**config.mk**
```make
export PLATFORM = sky130hd
export DESIGN_NAME = toy_bus_dtcm_slave_bridge
export DESIGN_NICKNAME = d
export VERILOG_FILES = /design/src/rtl/toy_bus_dtcm_slave_bridge.sv
export SDC_FILE = /design/constraint.sdc
export NUM_CORES = 1
export LEC_CHECK = 0
export CORE_MARGIN = 1.5
export CORE_UTILIZATION = 48
export DETAILED_ROUTE_END_ITERATION = 10
export PLACE_DENSITY = 0.86
export SLEW_MARGIN = 30
export SYNTH_ARGS = -nofsm -noshare
export SYNTH_HDL_FRONTEND = slang
export SYNTH_SLANG_ARGS = --single-unit
export TNS_END_PERCENT = 100
```
**constraint.sdc**
```tcl
create_clock -name clk -period 2.3 [get_ports clk]
set_clock_uncertainty 0.1 [all_clocks]
set_input_delay 0.46 -clock clk [delete_from_list [all_inputs] [get_ports clk]]
set_output_delay 0.46 -clock clk [all_outputs]
set_load 0.01 [all_outputs]
```
**src/rtl/toy_bus_dtcm_slave_bridge.sv**
```systemverilog
// DTCM terminal slave: ToyBusReq -> 1-cycle SRAM -> credit-protected ToyBusAck FIFO.
// Define TOY_BUS_DTCM_RSP_BYPASS_EN to let an empty FIFO forward the s1 response combinationally.
module toy_bus_dtcm_slave_bridge #(
  parameter int          ADDR_W    = 14,
  parameter int          RSP_DEPTH = 4,
  parameter logic [3:0]  NODE_ID   = 4'h3
) (
  input  logic              clk,
  input  logic              rst_n,
  input  logic              in0_vld,
  output logic              in0_rdy,
  input  logic [31:0]       in0_addr,
  input  logic [3:0]        in0_strb,
  input  logic [31:0]       in0_data,
  input  logic              in0_opcode,
  input  logic [3:0]        in0_src_id,
  input  logic [3:0]        in0_tgt_id,
  output logic              mem_en,
  output logic              mem_wen,
  output logic [ADDR_W-1:0] mem_addr,
  output logic [3:0]        mem_wstrb,
  output logic [31:0]       mem_wdata,
  input  logic [31:0]       mem_rdata,
  output logic              out0_vld,
  input  logic              out0_rdy,
  output logic [31:0]       out0_data,
  output logic              out0_opcode,
  output logic [3:0]        out0_src_id,
  output logic [3:0]        out0_tgt_id
);
  localparam int PW = $clog2(RSP_DEPTH);
  localparam int CW = PW + 1;

  typedef struct packed {
    logic        opcode;
    logic [3:0]  tgt_id;
    logic [31:0] data;
  } rsp_t;

  logic                       s1_vld_q, s1_vld_d;
  logic                       s1_opcode_q, s1_opcode_d;
  logic [3:0]                 s1_tgt_id_q, s1_tgt_id_d;
  rsp_t [RSP_DEPTH-1:0]       fifo_q, fifo_d;
  logic [PW-1:0]              wr_ptr_q, wr_ptr_d, rd_ptr_q, rd_ptr_d;
  logic [CW-1:0]              cnt_q, cnt_d;
  logic [CW:0]                credit;
  logic                       accept, empty, push, pop;
  rsp_t                       s1_rsp, head;
  logic                       unused_ok;

  assign unused_ok = ^{in0_tgt_id, in0_addr[31:ADDR_W+2], in0_addr[1:0]};

  // Credits cover queued entries plus the one in flight in s1, so an issued access always finds a slot.
  assign credit  = {1'b0, cnt_q} + {{CW{1'b0}}, s1_vld_q};
  assign in0_rdy = credit < (CW+1)'(RSP_DEPTH);
  assign accept  = in0_vld & in0_rdy;

  assign mem_en    = accept;
  assign mem_wen   = in0_opcode;
  assign mem_addr  = in0_addr[ADDR_W+1:2];
  assign mem_wstrb = in0_strb;
  assign mem_wdata = in0_data;

  assign s1_rsp = '{opcode: s1_opcode_q, tgt_id: s1_tgt_id_q,
                    data: s1_opcode_q ? 32'h0 : mem_rdata};
  assign empty  = (cnt_q == '0);
  assign pop    = ~empty & out0_rdy;

`ifdef TOY_BUS_DTCM_RSP_BYPASS_EN
  // An empty FIFO forwards s1 directly; the entry is still queued if the consumer stalls.
  assign push     = s1_vld_q & ~(empty & out0_rdy);
  assign out0_vld = ~empty | s1_vld_q;
  assign head     = empty ? s1_rsp : fifo_q[rd_ptr_q];
`else
  assign push     = s1_vld_q;
  assign out0_vld = ~empty;
  assign head     = fifo_q[rd_ptr_q];
`endif

  assign out0_data   = head.data;
  assign out0_opcode = head.opcode;
  assign out0_tgt_id = head.tgt_id;
  assign out0_src_id = NODE_ID;

  always_comb begin
    s1_vld_d    = accept;
    s1_opcode_d = accept ? in0_opcode : s1_opcode_q;
    s1_tgt_id_d = accept ? in0_src_id : s1_tgt_id_q;
    fifo_d      = fifo_q;
    wr_ptr_d    = wr_ptr_q;
    rd_ptr_d    = rd_ptr_q;
    cnt_d       = cnt_q;
    if (push) begin
      fifo_d[wr_ptr_q] = s1_rsp;
      wr_ptr_d         = wr_ptr_q + 1'b1;
    end
    if (pop) rd_ptr_d = rd_ptr_q + 1'b1;
    case ({push, pop})
      2'b10:   cnt_d = cnt_q + 1'b1;
      2'b01:   cnt_d = cnt_q - 1'b1;
      default: cnt_d = cnt_q;
    endcase
  end

  always_ff @(posedge clk or negedge rst_n) begin
    if (!rst_n) begin
      s1_vld_q    <= 1'b0;
      s1_opcode_q <= 1'b0;
      s1_tgt_id_q <= '0;
      fifo_q      <= '0;
      wr_ptr_q    <= '0;
      rd_ptr_q    <= '0;
      cnt_q       <= '0;
    end else begin
      s1_vld_q    <= s1_vld_d;
      s1_opcode_q <= s1_opcode_d;
      s1_tgt_id_q <= s1_tgt_id_d;
      fifo_q      <= fifo_d;
      wr_ptr_q    <= wr_ptr_d;
      rd_ptr_q    <= rd_ptr_d;
      cnt_q       <= cnt_d;
    end
  end
endmodule
```
Yosys cells after proc, flatten, opt, wreduce, memory -nomap -nowiden --
Cells that the tools add are included.
Word-level totals: register bits after elaboration 161, output and inout port bits 95
Operators by class: add/sub/neg operators 5, $lt $le $gt $ge 4, eq/ne operators 2, muxes and demuxes 7, bitwise logic cells 3, reduce and logical (&&, ||, !) cells 3
Operator list (number):
- 148-bit bitwise mux | 1
- 37-bit binary-select mux with 2-bit select | 1
- 37-bit demux with 2-bit select | 1
- 37-bit two-way mux | 2
- 32-bit two-way mux | 1
- 2-bit by 3-bit < comparator with 1-bit output (second input constant) | 2
- 3-bit case mux with 2 select lines | 1
- 2-bit by 1-bit adder with 2-bit output (second input constant) | 2
- 3-bit by 1-bit adder with 4-bit output | 1
- 4-bit by 3-bit < comparator with 1-bit output (second input constant) | 1
- 3-bit by 1-bit adder with 3-bit output (second input constant) | 1
- 3-bit zero test | 1
- 3-bit by 1-bit subtractor with 3-bit output (second input constant) | 1
- 1-bit bitwise AND | 2
- 2-bit by 1-bit == test with 1-bit output (second input constant) | 1
- 2-bit == test (second input constant) | 1
- 2-bit by 1-bit >= comparator with 1-bit output (second input constant) | 1
- 2-bit nonzero test | 1
- 1-bit logical AND | 1
- 1-bit inverter | 1

Depth between registers and ports, before layout --
depth in word-level cells 5, depth in mapped cells 8, depth with buffers taken out 7

Worst setup path after synthesis --
No wires, ideal clock.
path type register -> output, start register rd_ptr_q[0], end output out0_data[13], arrival time 1242 ps, slack 498 ps, cell stages (with the launch flop) 4, path through dfrtp_1 -> buf_6 -> buf_6 -> mux4_2
Between the ends: word-level cells in the longest chain between the ends 2
Ends and longest elaborated chain:
- start, declared | line 44 | logic [PW-1:0] wr_ptr_q, wr_ptr_d, rd_ptr_q, rd_ptr_d;
- start signal, assigned | line 120 | rd_ptr_q <= rd_ptr_d;
- 37-bit binary-select mux with 2-bit select | line 77 | assign head = fifo_q[rd_ptr_q];
- 37-bit two-way mux (not written as such) | line 77
- end, declared | line 26 | output logic [31:0] out0_data,
No other way between the ends. The select of a mux whose other input is x is not followed.

Final worst setup path --
start register rd_ptr_q[0], end output out0_data[27]
The elaborated chain is that of the path after synthesis.

==> reports/results.txt <==
In this run the standard cell core region covers 14700 sq um. The checks that failed: setup timing. The number of cells in the finished layout apart from fillers was 874; the largest stage delay on the critical path was 0.56 ns. The I/O pin count came out at 208. After detailed routing, the number of remaining DRC violations is 0. After layout, the design draws a total of 13.2 mW.

Setup repair after global routing could not meet its margin everywhere. The first global-routing pass estimated 26300 um of wire. The tree built by TritonCTS fans out to 161 sinks.

For this design the ratio of total power to cell area is 1530 nW/um^2. The pin count of the biggest net entering global routing was 63; the average cell area after synthesis was 11.4 sq um. The worst path uses 103% of the clock period. The share of cells above drive strength 1 came out at 24.9%. Most frequent standard cell in the layout excluding fill and tap cells: dfrtp_1. Once layout is complete, the utilization of the core stands at 58.7%. The tools report the starting utilization of the core area as 49.9%. Reg-to-reg endpoint: fifo_q[94]. The level count of the clock H-tree was 4. The tools report the reg-to-reg startpoint as wr_ptr_q[0]. After routing the design area is 8620 sq um. The number of max-slew violations in the final report was 0. The cell area after synthesis is 7330 sq um. The congestion estimate from routability-driven global placement came to 0.690. Setup slack on the worst reg-to-reg path comes out at 0.32 ns.

The die is 127 um tall. The count of state elements after synthesis works out to 161. The beginning of the worst hold path was fifo_q[84]. Timing analysis after detailed placement gives a worst setup slack of 0.00796 ns. The initial antenna violation count came out at 0. The run gives 1134 as the number of filler instances in the final layout. Hold is met by 0.376 ns. Type of the most critical hold path: flip-flop to flip-flop. In the layout the commonest cells are 156 x dfrtp_1, 130 x nand2_1, 129 x o21ai_0. For the worst setup path, the data arrival time is 1.81 ns.

In this run the remaining antenna-violating nets after routing total 0. The run gives 51.3% as the relative slew slack. Tracing the worst setup path back leads to its startpoint at rd_ptr_q[0]. The clock-pin slew reported for the worst setup and hold paths after clock tree synthesis is 0.06 ns. Counting stages on the worst path, the most repeated cell is buf_12.

The share of the Yosys chip area taken by registers is 54.9%. The number of buffers created by CTS is 17, and the number of violations reported at the end of detailed-routing iteration 0 is 337. The worst hold path passes through 2 cells. Post-synthesis to final-layout area growth: 17.6%. Summing over every cut layer, the via total after detailed routing is 4880. The all-layer global routing usage came out at 21.3%. Kind of start point of the critical path: a flip-flop. For this run the aggregate overflow at the end of global routing stands at 0.

Among all stages on the critical path, the largest delay is contributed by mux4_2. The tools report the end of the worst hold path as fifo_q[84]. The critical setup path kind is flip-flop to output port. The floorplan step defined a die boundary enclosing 16000 sq um.

The per-cell via count in the routed design was 5.58; the number of iterations in the first detailed-routing pass was 5. The max-cap violation count came out at 0. For the maximum frequency from static timing analysis, the log shows 421 MHz. For this run, the number of Yosys warnings is 0.

Input and output buffers added on the ports amount to 81. At the worst endpoint, the required time is 1.74 ns. After routing, the total negative slack on setup checks comes to -0.839 ns. The hold violation count in the final report was 0; the number of nets at the end of the flow was 796.

The clock passes through at most 2 buffers. The via count of the first global-routing pass is 5182, and the clock insertion delay at the later pin of the skew report is 0.43 ns. Detailed placement ended at an HPWL of 9810 um. TritonCTS built the clock tree.

The netlist uses 23 different library cells. After detailed routing, the average wire length per cell comes to 18.1 um. The antenna diode count came out at 0. The run finished, with violations left. CTS placed an instance of clkbuf_16 at the clock tree root. The die is 127 um wide. The total instance count after detailed placement is 833, and the number of instances in the synthesized netlist is 641.

Summing all placed instances gives a cell area of 7990 sq um. Worst-case setup margin in the final layout: -0.0736 ns. The worst ir drop on vdd was 1.01 mV; the minimum clock period after layout was 2.37 ns. At the pin with the least slew margin, the transition time is 0.731 ns. For the setup violation total in the final timing report, the log shows 30. The tools report the total wirelength of the detailed-routed design as 15800 um. The signal on the critical path passes through buf_12 > buf_12 > mux4_2 > buf_6. The worst setup path is captured at an output port.

The initialized floorplan defines 44 standard-cell rows. In this run the worst path has a maximum fanout of 5. The length in cells of the worst reg-to-reg path is 6, and the total leakage power is 3.92 nW.
[state kept, by name, indices dropped and copies added (netlist names)]
name and cells:
cnt_q 3, fifo_q 148, push 1, rd_ptr_q 2, s1_opcode_q 1, s1_tgt_id_q 4, wr_ptr_q 2
[cell usage after synthesis (all sizes together)]
master	n	area share, %
or3	1	0.085
mux2	25	3.8
xor2	4	0.48
fa	1	0.27
clkbuf	23	1.2
mux2i	1	0.14
xnor2	2	0.24
buf	73	7.2
o21ai	129	8.8
a31oi	1	0.29
conb	2	0.10
mux4	37	11
o31a	1	0.12
nand2b	32	2.7
dfrtp	161	55
nand2	135	6.9
ha	5	0.85
inv	7	0.36
nor2	1	0.051
[layer usage]
metal / track usage, % / wire length (um) / vias up
met2: 36.0 / 8040 / 152
met4: 6.96 / 250 / 0
met1: 27.4 / 6710 / 2508
li1: - / - / 2192
met5: 0 / 0 / -
met3: 4.98 / 832 / 28
[area by class of cell]
type | count | area, sq um | share of cell area, %
Timing Repair Buffer | 111 | 1110 | 12.8
Clock buffer | 18 | 439 | 5.09
Sequential cell | 161 | 4040 | 46.8
Multi-Input combinational cell | 379 | 2680 | 31.1
Inverter | 7 | 26.3 | 0.305
Clock inverter | 14 | 108 | 1.25
Tap cell | 184 | 230 | 2.67
[worst max-delay path, delay by kind of cell, from the launching register on]
family	cells	cell delay [ns]
DFF	1	0.41
buffers and inverters	3	0.42
muxes	1	0.56
[power by group]
group	switching [mW]	total, mW	internal [mW]
Clock	1.18	2.60	1.42
Combinational	2.55	5.57	3.02
Sequential	0.879	5.06	4.18
[kinds of logic after synthesis]
family	Yosys count	share of synthesized area (%)
AND/OR/NAND/NOR	169	9.81
flip-flops	161	54.9
AO/OA/AOI/OAI	131	9.21
buffers and inverters	103	8.77
multiplexers	63	15.3
adder cells (fa/ha/maj)	6	1.13
XOR/XNOR	6	0.716
other	2	0.102
[worst max path at each step]
stage,endpoint,slack [ns],cells after the start
2_1_floorplan,out0_data[13],0.50,3
3_3_place_gp,out0_data[27],0.03,3
3_5_place_dp,out0_data[27],0.008,3
4_1_cts,out0_data[11],-0.13,5
5_1_grt,out0_data[27],-0.13,4
6_report,out0_data[27],-0.07,4
[repair_timing]
| action | in CTS | in global routing |
|---|---|---|
| hold buffers | 1 | 0 |
| endpoints found under the setup margin | 39 | 38 |
| endpoints found under the hold margin | 58 | 0 |
| resized for setup | 170 | 14 |
| buffers inserted | 7 | 1 |
| cloned | 2 | 1 |
Note: power is estimated with default switching activity, not from simulation.
